`config.mk`:
```
export PLATFORM = sky130hd
export DESIGN_NAME = led_pattern_sequencer
export DESIGN_NICKNAME = d
export VERILOG_FILES = /design/src/rtl/led_pkg.sv /design/src/rtl/led_pattern_sequencer_tick_counter.sv /design/src/rtl/led_pattern_sequencer.sv
export SDC_FILE = /design/constraint.sdc
export NUM_CORES = 1
export LEC_CHECK = 0
export CORE_ASPECT_RATIO = 0.75
export CORE_MARGIN = 2
export CORE_UTILIZATION = 37
export CTS_CLUSTER_SIZE = 14
export DETAILED_ROUTE_END_ITERATION = 10
export HOLD_SLACK_MARGIN = 0.12
export PLACE_DENSITY_LB_ADDON = 0.15
export SYNTH_ARGS = -nofsm -noshare
export SYNTH_HDL_FRONTEND = slang
export SYNTH_SLANG_ARGS = --single-unit
```
`constraint.sdc`:
```
create_clock -name clk -period 4.4 [get_ports clk]
set_input_delay 0.88 -clock clk [delete_from_list [all_inputs] [get_ports clk]]
set_output_delay 0.88 -clock clk [all_outputs]
set_load 0.01 [all_outputs]
```
`src/rtl/led_pkg.sv`:
```
// Shared definitions for the LED pattern sequencer: FSM encoding, a width helper
// and elaboration-time parameter legality checks.
package led_pkg;

   typedef enum logic {
      ST_SHOW = 1'b0,
      ST_GAP  = 1'b1
   } state_t;

   function automatic int clog2(input int v);
      int r;
      r = 0;
      for (int i = 0; i < 32; i++) begin
         if ((1 << r) < v) r = r + 1;
      end
      return r;
   endfunction

   function automatic bit params_ok(input int num_ch, input int sel_w, input int def_ch,
                                    input int gap_ticks);
      return (num_ch >= 2) && (num_ch <= 16) && ((1 << sel_w) >= num_ch) &&
             (def_ch >= 0) && (def_ch < num_ch) && (gap_ticks >= 0);
   endfunction

endpackage

```
`src/rtl/led_pattern_sequencer_tick_counter.sv`:
```
// Tick-gated counter with synchronous clear and a terminal-count compare against a live limit.
module tick_counter #(
   parameter int W = 8
) (
   input  logic         clk,
   input  logic         rst_n,
   input  logic         i_en,
   input  logic         i_clr,
   input  logic [W-1:0] i_limit,
   output logic         o_tc
);

   logic [W-1:0] r_cnt;

   always_ff @(posedge clk) begin
      if (!rst_n) begin
         r_cnt <= '0;
      end else if (i_clr) begin
         r_cnt <= '0;
      end else if (i_en) begin
         r_cnt <= r_cnt + W'(1);
      end
   end

   // Greater-or-equal so a limit lowered mid-period still terminates on the next tick.
   assign o_tc = (r_cnt >= i_limit);

endmodule

```
`src/rtl/led_pattern_sequencer.sv`:
```
// Registered N-channel LED pattern selector with manual/auto channel selection and a
// blanking gap inserted on every channel change.
module led_pattern_sequencer
   import led_pkg::*;
#(
   parameter int WIDTH      = 18,
   parameter int NUM_CH     = 6,
   parameter int SEL_W      = 4,
   parameter int DWELL_W    = 16,
   parameter int GAP_TICKS  = 2,
   parameter int DEFAULT_CH = 0
) (
   input  logic                    clk,
   input  logic                    rst_n,
   input  logic [NUM_CH*WIDTH-1:0] led_in,
   input  logic                    tick,
   input  logic [SEL_W-1:0]        sel_in,
   input  logic                    sel_load,
   input  logic                    auto_en,
   input  logic [DWELL_W-1:0]      dwell,
   input  logic                    blank,
   output logic [WIDTH-1:0]        led_out,
   output logic [SEL_W-1:0]        cur_sel,
   output logic                    busy,
   output logic                    wrap,
   output logic                    sel_err
);

   localparam int GAP_CW = (GAP_TICKS > 0) ? clog2(GAP_TICKS + 1) : 1;

   if (!params_ok(NUM_CH, SEL_W, DEFAULT_CH, GAP_TICKS)) begin : g_param_check
      $error("led_pattern_sequencer: illegal parameter combination");
   end

   state_t             r_state, w_state_nxt;
   logic [SEL_W-1:0]   r_cur_sel, w_cur_nxt;
   logic [SEL_W-1:0]   r_target, w_tgt_nxt;
   logic [WIDTH-1:0]   r_led_out, w_led_nxt;
   logic               r_wrap, w_wrap_nxt;
   logic               r_sel_err, w_err_nxt;

   logic [WIDTH-1:0]   w_ch [NUM_CH];
   logic [WIDTH-1:0]   w_sel_pat;
   logic               w_sel_valid, w_load_ok;
   logic [SEL_W-1:0]   w_next_ch;
   logic [DWELL_W-1:0] w_dwell_lim;
   logic               w_dwell_en, w_dwell_clr, w_dwell_tc;
   logic               w_gap_done;

   for (genvar k = 0; k < NUM_CH; k++) begin : g_unpack
      assign w_ch[k] = led_in[k*WIDTH +: WIDTH];
   end

   always_comb begin
      w_sel_pat = '0;
      for (int k = 0; k < NUM_CH; k++) begin
         if (r_cur_sel == SEL_W'(k)) w_sel_pat = w_ch[k];
      end
   end

   assign w_sel_valid = (32'(sel_in) < NUM_CH);
   assign w_load_ok   = sel_load & w_sel_valid;
   assign w_next_ch   = (r_cur_sel == SEL_W'(NUM_CH - 1)) ? '0 : r_cur_sel + SEL_W'(1);
   // A dwell of 0 behaves as 1: terminal count stays at 0.
   assign w_dwell_lim = (dwell == '0) ? '0 : dwell - DWELL_W'(1);
   assign w_dwell_en  = tick & auto_en & (r_state == ST_SHOW);

   tick_counter #(.W(DWELL_W)) u_dwell (
      .clk     (clk),
      .rst_n   (rst_n),
      .i_en    (w_dwell_en),
      .i_clr   (w_dwell_clr),
      .i_limit (w_dwell_lim),
      .o_tc    (w_dwell_tc)
   );

   if (GAP_TICKS > 0) begin : g_gap
      logic w_gap_tc;
      logic w_gap_en;

      assign w_gap_en   = tick & (r_state == ST_GAP);
      assign w_gap_done = w_gap_en & w_gap_tc;

      tick_counter #(.W(GAP_CW)) u_gap (
         .clk     (clk),
         .rst_n   (rst_n),
         .i_en    (w_gap_en),
         .i_clr   (w_gap_done),
         .i_limit (GAP_CW'(GAP_TICKS - 1)),
         .o_tc    (w_gap_tc)
      );
   end else begin : g_no_gap
      assign w_gap_done = 1'b0;
   end

   always_comb begin
      w_state_nxt = r_state;
      w_cur_nxt   = r_cur_sel;
      w_tgt_nxt   = r_target;
      w_wrap_nxt  = 1'b0;
      w_err_nxt   = sel_load & ~w_sel_valid;
      w_dwell_clr = ~auto_en;
      w_led_nxt   = (r_state == ST_GAP || blank) ? '0 : w_sel_pat;

      case (r_state)
         ST_SHOW: begin
            if (w_load_ok) begin
               // A manual request always beats a coincident auto advance.
               w_dwell_clr = 1'b1;
               if (sel_in != r_cur_sel) begin
                  if (GAP_TICKS == 0) begin
                     w_cur_nxt = sel_in;
                  end else begin
                     w_tgt_nxt   = sel_in;
                     w_state_nxt = ST_GAP;
                  end
               end
            end else if (auto_en && tick && w_dwell_tc) begin
               w_dwell_clr = 1'b1;
               w_wrap_nxt  = (r_cur_sel == SEL_W'(NUM_CH - 1));
               if (GAP_TICKS == 0) begin
                  w_cur_nxt = w_next_ch;
               end else begin
                  w_tgt_nxt   = w_next_ch;
                  w_state_nxt = ST_GAP;
               end
            end
         end
         ST_GAP: begin
            if (w_load_ok) w_tgt_nxt = sel_in;
            if (w_gap_done) begin
               w_cur_nxt   = w_load_ok ? sel_in : r_target;
               w_state_nxt = ST_SHOW;
            end
         end
         default: w_state_nxt = ST_SHOW;
      endcase
   end

   always_ff @(posedge clk) begin
      if (!rst_n) begin
         r_state   <= ST_SHOW;
         r_cur_sel <= SEL_W'(DEFAULT_CH);
         r_target  <= SEL_W'(DEFAULT_CH);
         r_led_out <= '0;
         r_wrap    <= 1'b0;
         r_sel_err <= 1'b0;
      end else begin
         r_state   <= w_state_nxt;
         r_cur_sel <= w_cur_nxt;
         r_target  <= w_tgt_nxt;
         r_led_out <= w_led_nxt;
         r_wrap    <= w_wrap_nxt;
         r_sel_err <= w_err_nxt;
      end
   end

   // During a gap the pending target is reported so software sees where it is heading.
   assign led_out = r_led_out;
   assign cur_sel = (r_state == ST_GAP) ? r_target : r_cur_sel;
   assign busy    = (r_state == ST_GAP);
   assign wrap    = r_wrap;
   assign sel_err = r_sel_err;

endmodule

```
Word level (Yosys, flattened, before mapping):

Index checks and enable logic that the tools add are counted.
W data, S select, Z words.

* bits in registers: 47
* logic and storage cells: 67

* add/subtract/negate cells: 4
* $lt $le $gt $ge: 3
* eq/ne operators: 8
* multiplexer cells: 22
* bitwise logic cells: 11
* reduce and logical (&&, ||, !) cells: 11

Operator list (number)
* $mux W18: 6
* $mux W4: 6
* $add A16 B1 Y16 const B: 1
* $ge A16 B16 Y1: 1
* $logic_not A16 Y1: 1
* $mux W16: 1
* $sub A16 B1 Y16 const B: 1
* $eq A4 B2 Y1 const B: 2
* $eq A4 B3 Y1 const B: 2
* $pmux W4 S2: 1
* $mux W1: 7
* $and A1 B1 Y1: 6
* $ne A3 B2 Y1 const B: 2
* $reduce_or A2 Y1: 3
* $not A1 Y1: 5
* $add A4 B1 Y4 const B: 1
* $eq A4 B1 Y1 const B: 1
* $logic_not A4 Y1: 1
* $lt A4 B3 Y1 const B: 1
* $ne A4 B4 Y1: 1
* $reduce_and A2 Y1: 2
* $reduce_or A4 Y1: 1
* $add A2 B1 Y2 const B: 1
* $ge A2 B1 Y1 const B: 1
* 3 further kinds: 4

Logic depth before layout (Yosys ltp):

* depth in word-level cells: 8
* depth in mapped cells: 14
* mapped depth without buffers: 12

Cells and area by module:

From an unflattened synthesis, not the netlist that was laid out.

* cells, all modules: 470
* area, all modules: 3774.9 µm²

Modules (own cells, without submodules)
* led_pattern_sequencer: times used 1, cells an instance 317, area an instance 2469.9 µm², seq. area each 580.6 µm²
* tick_counter at u_dwell: times used 1, cells an instance 139, area an instance 1173.6 µm², seq. area each 320.3 µm²
* tick_counter at g_gap.u_gap: times used 1, cells an instance 14, area an instance 131.4 µm², seq. area each 40.0 µm²

Worst setup path after synthesis:

OpenSTA, ideal clock, no wires.

* path kind: input port to flip-flop
* start point: in dwell[13]
* end point: reg u_dwell.r_cnt[10]
* setup time: 0.130 ns
* arrival time: 4.137 ns
* required time: 4.270 ns
* path slack: 0.133 ns
* cell stages on the path: 13
* path buffers: 3
* cell sequence: or4_1 or3_1 or4_4 buf_6 buf_8 nand2_1 ha_1 nand4_1 nor4_1 o31ai_1 a311oi_1 buf_2 nor3_1

* word-level cells in the longest chain between the ends: 8
* elaborated cells on any way between the ends: 9

RTL lines
* start, declared: line led_pattern_sequencer.sv:20 `input logic [DWELL_W-1:0] dwell,`
* $sub A16 B1 Y16 / $logic_not A16 Y1 (equally long branches): line led_pattern_sequencer.sv:65 `assign w_dwell_lim = (dwell == '0) ? '0 : dwell - DWELL_W'(1);`
* $mux W16 *: line led_pattern_sequencer.sv:65
* $ge A16 B16 Y1 *: line led_pattern_sequencer_tick_counter.sv:26 `assign o_tc = (r_cnt >= i_limit);`
* $logic_and A1 B1 Y1 *: line led_pattern_sequencer.sv:118 `end else if (auto_en && tick && w_dwell_tc) begin`
* $mux W1 *: line led_pattern_sequencer.sv:118
* $mux W1 *: line led_pattern_sequencer.sv:107 `if (w_load_ok) begin`
* $mux W1 *: line led_pattern_sequencer.sv:105 `case (r_state)`
* $reduce_or A2 Y1 (no source line) *
* end signal, assigned: line led_pattern_sequencer_tick_counter.sv:21 `r_cnt <= r_cnt + W'(1);`
* end, declared: line led_pattern_sequencer_tick_counter.sv:13 `logic [W-1:0] r_cnt;`

Mark *: on every way between the ends. The rest lies on a longest branch, timed or not.
A chain may end at the register's enable or synchronous reset.

Final worst setup path:

* start point: in dwell[13]
* end point: reg r_target[1]

* word-level cells in the longest chain between the ends: 6
* elaborated cells on any way between the ends: 7

RTL lines
* $sub A16 B1 Y16 / $logic_not A16 Y1 (equally long branches): line led_pattern_sequencer.sv:65
* $mux W16 *: line led_pattern_sequencer.sv:65
* $ge A16 B16 Y1 *: line led_pattern_sequencer_tick_counter.sv:26
* $logic_and A1 B1 Y1 *: line led_pattern_sequencer.sv:118
* $ne A3 B2 Y1 (no source line) *
* $reduce_and A2 Y1 (no source line) *
* end signal, assigned: line led_pattern_sequencer.sv:144 `r_target <= SEL_W'(DEFAULT_CH);`
* end signal, assigned: line led_pattern_sequencer.sv:151 `r_target <= w_tgt_nxt;`
* end, declared: line led_pattern_sequencer.sv:37 `logic [SEL_W-1:0] r_target, w_tgt_nxt;`

Marked as above.

==> results.ini <==
[status]
status=finished clean

[power]
p_clk_share_pct=34.1
p_int_mw=0.799
p_comb_share_pct=23.1
vdd_drop_max_mv=0.161
sequentialPowerShare_pct=42.7
power.density_nw_per_um2=203
p_leak_nw=1.88
power_switching_mw=0.243
switching_share_pct=23.3

[critical_path]
max_stage_delay_ns=0.54
crit_path_end_kind=register
r2r_cells=7
reg2reg_setup_slack_ns=2.21
cp_data_required_time_ns=4.61
worstPathMaxFanout=12
start_kind=primary input
r2r_end=r_target[3]
regToRegStartpoint=u_dwell.r_cnt[13]
critPathSlowestCell=or4_1
crit_chain=clkdlybuf4s50_1 > or4_1 > or3_1 > or4_4 > or2b_1 > ha_1 > nor2b_1 > o211a_1 > o31ai_2 > buf_4 > a41o_1 > mux2i_1
criticalPathCategory=in -> reg
arrival_ns=4.47

[sta]
finalSetupViolCount=0
finClkSkew_ns=0.00514
slew_headroom_pct=24.9
hold_ws_ns=0.477
period_needed_ns=4.25
fin_ws_ns=0.145
slew_violations=0
tightestPinTransition_ns=1.12
rsz0062_at_grt=no
fin_crit_sh_pct=96.7
final_hold_viol_count=0
max_freq_mhz=235

[synth]
avgSynthCellArea_sq_um=8.21
synth_edf_count=0
ys_ff_latch=47
synth_warnings=0
syn-num-nets=545
ys_seq_area_share_pct=29.3
synthArstFlopShare_pct=0
ys.flop_type=dfxtp_1
syn-cell-area_sq_um=3210
syn_inst=391
synth_cell_types=51

[hold_path]
min_from=g_gap.u_gap.r_cnt[1]
worstHoldEndpoint=g_gap.u_gap.r_cnt[1]
whs_path_depth=2
hold_path.class=reg -> reg

[routing]
vias_per_cell=5.53
dr.pass1.iters=5
drt-initial-drc-count=210
ant_nets=0
vias=3668
routed_wl_mm=11.4
wl_per_cell_um=17.2
drc=0

[final_layout]
synthToLayoutAreaGrowth_pct=60.1
insertedDiodeCount=0
drive_above_1_share_pct=7.21
finish.utilization_pct=60.8
nets=710

[floorplanning]
pin_count=159
fp.dieW_um=112
die_y_um=84.7
core_region_area_sq_um=8450
start_util_pct=38.0
dieArea_sq_um=9450
std_cell_rows=29

[clock_tree]
clk_pin_slew_worst_paths_ns=0.06
cts-resized-gates=0
ctsLongestPathBuffers=2
clk_latency_ns=0.28
post_cts_buffers=0
cts_hold_buf=0
cts_buffers=5
cts_tree=done
htreeDepth=2
clock-sinks=47
root_buffer=clkbuf_16

[global_route]
grt_pass1_wl_mm=18.1
grt_overflow=0
antenna_found_initial=0
grt_pass1_vias=3558
grt_max_degree=24
grt_usage_pct=23.5

[flow_run]
maxCapViolations=0

[place]
portBuffers=158
gp_congestion=0.872
preCtsSetupSlack_ns=-0.211
hpwl_mm=8.78

[synth_stat cells (2+ instances only)]
cell      count  area [sq um]
a211oi_1      2          15.0
a21boi_0      2          15.0
a21oi_1      15          75.1
a22oi_1      54           405
a311oi_1      2          17.5
a31oi_1      22           138
and2_1        3          18.8
and3_1        2          12.5
and4_1        2          17.5
buf_2         4          20.0
clkbuf_1     13          48.8
dfxtp_1      47           941
ha_1         20           250
inv_1        11          41.3
mux2_2        3          33.8
mux2i_1       5          50.1
nand2_1      36           135
nand2_2       3          18.8
nand2b_1      5          31.3
nand3_1       9          45.0
nand3b_1      3          22.5
nand4_1       7          43.8
nor2_1       16          60.1
nor2b_1       4          25.0
nor3_1       30           150
nor4_1        2          12.5
o211a_1       2          20.0
o21ai_0      11          55.1
or3_1         2          12.5
xnor2_1      22           193
xor2_1       12           105
[worst max path at each step]
stage | cells after the start | slack [ns] | end | startpoint
final | 12 | 0.15 | r_target[1] | dwell[13]
after global placement | 12 | -0.07 | r_target[2] | dwell[13]
after global routing | 12 | 0.03 | r_target[3] | dwell[13]
after detailed placement | 12 | -0.21 | r_target[1] | dwell[13]
after CTS | 12 | 0.06 | r_target[1] | dwell[13]
after floorplan | 13 | 0.13 | u_dwell.r_cnt[10] | dwell[13]
[stage by stage]
| stage | total power, mW | instance area (sq um) | instances | TNS, ns |
|---|---|---|---|---|
| 6_report | 1.04 | 5140 | 663 | 0 |
| 5_1_grt | 1.09 | 5140 | 663 | 0 |
| 3_3_place_gp | 0.689 | 5000 | 657 | -0.784 |
| 2_1_floorplan | 0.528 | 3210 | 391 | 0 |
| 4_1_cts | 1.05 | 5130 | 663 | 0 |
| 3_5_place_dp | 0.694 | 5000 | 657 | -2.79 |
[metal layers]
layer	up-vias	share of wire [%]	global-route usage [%]
li1	1805	-	-
met1	1740	46	31.7
met2	116	48	39.8
met3	7	5.3	4.62
met4	0	0.70	3.93
met5	-	0	0
[cell type report]
| type | instances | area [sq um] |
|---|---|---|
| fill | 789 | 3310 |
| timing repair buffer | 178 | 1730 |
| multi-input combinational | 313 | 2170 |
| tap | 108 | 135 |
| sequential | 47 | 941 |
| inverter | 11 | 41.3 |
| clock buffer | 6 | 129 |
[cell families after synthesis]
group	Yosys count	synth area share, %
buf+inv	31	4.36
compound gates	117	24.9
xor+xnor	34	9.27
flops	47	29.3
fa+ha+maj	20	7.79
mux	8	2.61
simple gates	134	21.8
[critical path: cells and delay by family]
| kind | cells | cell delay (ns) |
|---|---|---|
| AOI/OAI and AO/OA | 3 | 0.79 |
| adders and majority gates | 1 | 0.23 |
| buffers and inverters | 2 | 0.61 |
| muxes | 1 | 0.21 |
| and+or+nand+nor | 5 | 1.73 |
[power groups by stage]
| stage | registers [mW] | clock network, mW | logic, mW |
|---|---|---|---|
| 4_1_cts | 0.445 | 0.366 | 0.241 |
| 3_3_place_gp | 0.454 | 0 | 0.235 |
| 2_1_floorplan | 0.454 | 0 | 0.0734 |
| 6_report | 0.445 | 0.356 | 0.241 |
| 5_1_grt | 0.446 | 0.380 | 0.260 |
| 3_5_place_dp | 0.455 | 0 | 0.239 |
[cells in the final DEF, fill, tap and decap left out, types with 2 or more instances in the layout]
cell               n
nor3_2             3
inv_1             11
nand3b_1           3
clkbuf_16          5
mux2i_1            5
nand2_1           36
and3_1             2
nor4_1             2
o211a_1            2
ha_1              20
clkdlybuf4s50_1  158
nand4_1            7
mux2_2             3
a21oi_1           15
a22oi_1           54
nor2_1            16
and2_1             3
xnor2_1           22
nor3_1            27
a211oi_1           2
nand3_1            9
nor2b_1            4
and4_1             2
a31oi_1           22
dfxtp_1           47
nand2_2            3
o21ai_0           11
or3_1              2
nand2b_1           5
buf_4             20
xor2_1            12
a21boi_0           2
[flip-flops by register name (all words and copies together) (netlist names)]
| signal | flops |
|---|---|
| u_dwell.r_cnt | 16 |
| busy | 1 |
| sel_err | 1 |
| wrap | 1 |
| led_out | 18 |
| r_target | 4 |
| g_gap.u_gap.r_cnt | 2 |
| r_cur_sel | 4 |
No activity file was read; power rests on OpenSTA's default activity.
